## src/rtl/run_hold_timer.sv

```systemverilog
// Loadable down-counter that times the post-detection hold window.
// busy is registered; done flags the enabled cycle that consumes the last count.
module run_hold_timer #(
  parameter int W = 2
) (
  input  logic         clk,
  input  logic         rstn,
  input  logic         load,
  input  logic [W-1:0] value,
  input  logic         en,
  output logic         busy,
  output logic         done
);

  logic [W-1:0] cnt_q;
  logic         busy_q;

  // NOTE: sequential state is updated with non-blocking assignments so every flop
  // samples the pre-edge values of its neighbours.
  always_ff @(posedge clk) begin
    if (!rstn) begin
      cnt_q  <= '0;
      busy_q <= 1'b0;
    end else if (load) begin
      cnt_q  <= value;
      busy_q <= (value != '0);
    end else if (en && busy_q) begin
      cnt_q <= cnt_q - W'(1);
      if (cnt_q == W'(1)) busy_q <= 1'b0;
    end
  end

  assign busy = busy_q;
  assign done = en && busy_q && (cnt_q == W'(1));

endmodule

```

## config.mk

```make
export PLATFORM = sky130hd
export DESIGN_NAME = run_hold_timer
export DESIGN_NICKNAME = d
export VERILOG_FILES = /design/src/rtl/run_hold_timer.sv
export SDC_FILE = /design/constraint.sdc
export NUM_CORES = 1
export LEC_CHECK = 0
export BUFFER_PORTS_ARGS = -buffer_cell sky130_fd_sc_hd__buf_2
export CAP_MARGIN = 10
export CORE_AREA = 2 2 39 41
export CTS_CLUSTER_DIAMETER = 150
export DETAILED_ROUTE_END_ITERATION = 12
export DIE_AREA = 0 0 41 43
export GPL_ROUTABILITY_DRIVEN = 0
export SETUP_SLACK_MARGIN = 0.3
export SYNTH_ARGS = -nofsm -noshare
export SYNTH_HDL_FRONTEND = slang
export SYNTH_SLANG_ARGS = --single-unit
```

## constraint.sdc

```tcl
create_clock -name clk -period 1.6 [get_ports clk]
set_clock_uncertainty 0.2 [all_clocks]
set_input_delay 0.08 -clock clk [delete_from_list [all_inputs] [get_ports clk]]
set_output_delay 0.08 -clock clk [all_outputs]
set_load 0.005 [all_outputs]
```

# [Word-level counts from Yosys, hierarchy flattened]
# Cells that the tools add are included.
[word_totals] n_memories=0 latch_bits=0 ram_bits=0 inputBits=6 rom_bits=0 wordCells=15 regBits=3
[op_classes] muxes=5 n_reduce_logical=6 multipliers=0 shift=0 div=0 n_addsub=1 bitwise=0 order_cmp=0 n_eq_ne=1
[ops] op="nonzero test 2 bit" n=3
[ops] op="two-way mux 2 bit" n=2
[ops] op="two-way mux 1 bit" n=3
[ops] op="== test 2 x 1 -> 1 bit, second input constant" n=1
[ops] op="logical AND 1 bit" n=2
[ops] op="AND reduction 2 bit" n=1
[ops] op="subtractor 2 x 1 -> 2 bit, second input constant" n=1

# [Depth between registers and ports, before layout]
[logic_depth] depth_word=4 depth_mapped=4 ltp_nobuf=4

# [Worst setup path after synthesis]
# No wires, ideal clock.
[synth_timing] path_kind="reg2reg" start="register cnt_q[1]" end="register cnt_q[1]" period_less_slack_ps=1335 path_slack_ps=265 t_arrival_ps=1013 stages_incl_launch_ff=5 t_required_ps=1278 path_cell_list="dfxtp_1 > inv_1 > ha_1 > and3_1 > o311a_1"
[synth_between] elab_chain_len=3
[synth_lines] item="start: declaration" line_no="15" rtl="logic [W-1:0] cnt_q;"
[synth_lines] item="start signal: assignment" line_no="25" rtl="cnt_q <= value;"
[synth_lines] item="start signal: assignment" line_no="28" rtl="cnt_q <= cnt_q - W'(1);"
[synth_lines] item="subtractor 2 x 1 -> 2 bit" line_no="28"
[synth_lines] item="two-way mux 2 bit" line_no="27" rtl="end else if (en && busy_q) begin"
[synth_lines] item="two-way mux 2 bit" line_no="24" rtl="end else if (load) begin"
# Every way passes these cells. The select of a mux whose other input is x is not followed.
# A chain may end at the register's enable or synchronous reset.

# [Worst setup path in the final report]
# Ends and elaborated chain as after synthesis.

==> flow_metrics.py <==
metrics = {
    "die": {
        "ioPinCount": 8,
        "core_mm2": 0.00138,
        "dieArea_mm2": 0.00176,
        "die_y_um": 43,
        "num_rows": 14,
        "start_util_pct": 12.1,
        "die_w_um": 41,
    },
    "synthesis": {
        "synth_area_per_cell_um2": 9.86,
        "synth.lib_cells_used.distinct": 14,
        "synth_area_um2": 168,
        "synth_seq_cells": 3,
        "synth_area_leaders": "sky130_fd_sc_hd__dfxtp_1, sky130_fd_sc_hd__ha_1, sky130_fd_sc_hd__o2111a_1",
        "yosys_warnings": 0,
        "synthesis.instances": 17,
        "synth_top_area_cell": "sky130_fd_sc_hd__dfxtp_1",
        "postSynthNetCount": 24,
        "post-synth-top-area-fraction_pct": 35.8,
        "sequential_fraction_of_the_synthesis_area_pct": 35.8,
    },
    "power": {
        "vdd_ir_drop_max_mv": 0.208,
        "cellLeakagePower_nw": 0.134,
        "power-per-cell-area_mw_per_mm2": 828,
    },
    "clocking": {
        "worst_skew_pair.late_latency_ns": 0.23,
        "clock_pin_slew_worst_setup_and_hold_paths_ns": 0.04,
        "root_cell_of_the_clock_tree": "sky130_fd_sc_hd__clkbuf_4",
        "tritoncts": "yes",
        "cts.sinks": 3,
        "postCtsSetupBuffers": 0,
        "ctsHtreeMaxLevel": 1,
        "number_of_buffers_created_by_cts": 3,
        "ctsLongestPathBuffers": 2,
    },
    "timing": {
        "fmax_ghz": 0.740,
        "slew_headroom_pct": 85.7,
        "final_min_period_over_clock_period_pct": 84.5,
        "setup_violations": 0,
        "setup_total_negative_slack_ns": 0,
        "worst-slew-pin-transition_ns": 0.214,
        "final.min_clock_period_ns": 1.35,
        "grt_setup_unrepaired": "true",
        "finalHoldViolations": 0,
        "timing_max_transition_violations_final": 0,
    },
    "setup_path": {
        "timing.critical_path.to_type": "register",
        "critical_path.max_fanout": 2,
        "crit_path_start_kind": "register",
        "required_ns": 1.51,
        "worst-endpoint-arrival_ns": 1.26,
        "worstSetupPathType": "reg -> reg",
    },
    "grt": {
        "grt_start_max_net_pins": 8,
        "grt_use_met3_pct": 3.14,
        "first_global_vias": 184,
        "met1_usage_pct": 4.19,
        "total_global_routing_overflow": 0,
        "grt-busiest-layer": "met2",
        "grt_antenna_before_repair": 0,
        "gr-usage-met2_pct": 9.38,
        "all_layer_gr_usage_pct": 6.13,
        "grt_pass1_wl_um": 634,
    },
    "final_layout": {
        "antennaDiodeCount": 0,
        "layout-drive-gt1-share_pct": 53.1,
        "final_cells": 48,
        "final_util_pct": 23.2,
        "area_delta_synth_final_pct": 91.8,
        "design.final.nets": 40,
    },
    "placed_design": {
        "place.detailed.instances": 40,
        "numPortBuffers": 7,
    },
    "route": {
        "drcViolationCount": 0,
        "detail_route.first_pass.iterations": 2,
        "routed-via-count": 192,
        "first_iter_violations": 1,
        "detail_route.wirelength_um": 476,
        "antenna_left": 0,
        "average_wire_length_per_cell_after_detail_routing_um": 9.92,
        "via_per_inst": 4.00,
    },
    "hold_path": {
        "holdCritPathClass": "in -> reg",
    },
    "outcome": {
        "outcome": "complete, no violations",
    },
    "run": {
        "cap_violations": 0,
    },
}
==> path summary, 6_finish.rpt <==
| check | from | to | slack, ns | cells after the start |
|---|---|---|---|---|
| worst max register to register | cnt_q[1]$_SDFFE_PN0P_ | cnt_q[1]$_SDFFE_PN0P_ | 0.25 | 4 |
| worst min register to register | busy$_SDFFE_PN0P_ | busy$_SDFFE_PN0P_ | 0.40 | 2 |
| worst min-delay path | en | cnt_q[0]$_SDFFE_PN0P_ | 0.04 | 3 |
| worst max-delay path | cnt_q[1]$_SDFFE_PN0P_ | cnt_q[1]$_SDFFE_PN0P_ | 0.25 | 4 |
==> metrics by stage <==
| stage | setup slack (ns) | hold WS [ns] | total power, W | area [um2] |
|---|---|---|---|---|
| after detailed placement | 0.232 | 0.162 | 0.000118 | 223 |
| after global placement | 0.259 | 0.161 | 0.000116 | 223 |
| after floorplan | 0.280 | 0.0112 | 0.000101 | 168 |
| after CTS | 0.246 | 0.0274 | 0.000267 | 304 |
| final | 0.248 | 0.0383 | 0.000266 | 322 |
| after global routing | 0.225 | 0.0905 | 0.000286 | 322 |
==> logic make-up (layout without fill, tap and decap cells) <==
group	Yosys count	in the layout	synth area share, %
AOI/OAI and AO/OA	6	6	30.6
adders and majority gates	1	1	7.46
buffers and inverters	2	17	4.48
DFF	3	3	35.8
and+or+nand+nor	5	5	21.7
==> flip-flops by register name (all words and copies together), names as in the netlist <==
name / count
cnt_q: 2
busy: 1
==> critical path: stages (launching register included) <==
cell and delay (ns):
sky130_fd_sc_hd__dfxtp_2 0.32, sky130_fd_sc_hd__inv_2 0.05, sky130_fd_sc_hd__ha_4 0.20, sky130_fd_sc_hd__and3_4 0.15, sky130_fd_sc_hd__o311a_1 0.31
==> area by class of cell <==
type / instances / area, um2
Clock buffer: 4 / 26.3
Inverter: 2 / 7.51
Multi-Input combinational cell: 12 / 121
Timing Repair Buffer: 11 / 83.8
Tap cell: 16 / 20.0
Sequential cell: 3 / 62.6
Fill cell: 160 / 1060
==> where the power goes <==
part / internal (W) / switching (W) / leakage, nW
sequential: 0.0000821 / 0.00000688 / 0.0255
clock: 0.0000934 / 0.0000378 / 0.0150
combinational: 0.0000289 / 0.0000172 / 0.0940
==> per-layer routing <==
| layer | vias up | part of all wire [%] |
|---|---|---|
| li1 | 98 | - |
| met1 | 87 | 42 |
| met2 | 7 | 50 |
| met3 | 0 | 7.1 |
| met4 | 0 | 0 |
| met5 | - | 0 |
==> cell usage after synthesis <==
master                     n
sky130_fd_sc_hd__o2111a_1  1
sky130_fd_sc_hd__o311a_1   1
sky130_fd_sc_hd__o21ai_0   1
sky130_fd_sc_hd__nand3b_1  1
sky130_fd_sc_hd__and3_2    1
sky130_fd_sc_hd__o211ai_1  1
sky130_fd_sc_hd__nand4b_1  1
sky130_fd_sc_hd__ha_1      1
sky130_fd_sc_hd__inv_1     2
sky130_fd_sc_hd__a21boi_1  1
sky130_fd_sc_hd__dfxtp_1   3
sky130_fd_sc_hd__and3_1    1
sky130_fd_sc_hd__a211o_2   1
sky130_fd_sc_hd__nand2b_1  1
==> cell usage in the layout (no fill, tap or decap), types with 2 or more instances in the layout <==
cell	instances
sky130_fd_sc_hd__clkbuf_4	3
sky130_fd_sc_hd__dfxtp_2	2
sky130_fd_sc_hd__dlygate4sd3_1	4
sky130_fd_sc_hd__buf_2	5
sky130_fd_sc_hd__and3_4	2
==> repair_timing <==
item                                    4_1_cts  5_1_grt
endpoints found under the setup margin        2        3
pin swaps                                     0        1
cloned                                        0        0
hold buffers                                  4        0
gates resized for setup                       6        3
hold endpoints to repair                      3        0
No activity file was read; power rests on OpenSTA's default activity.
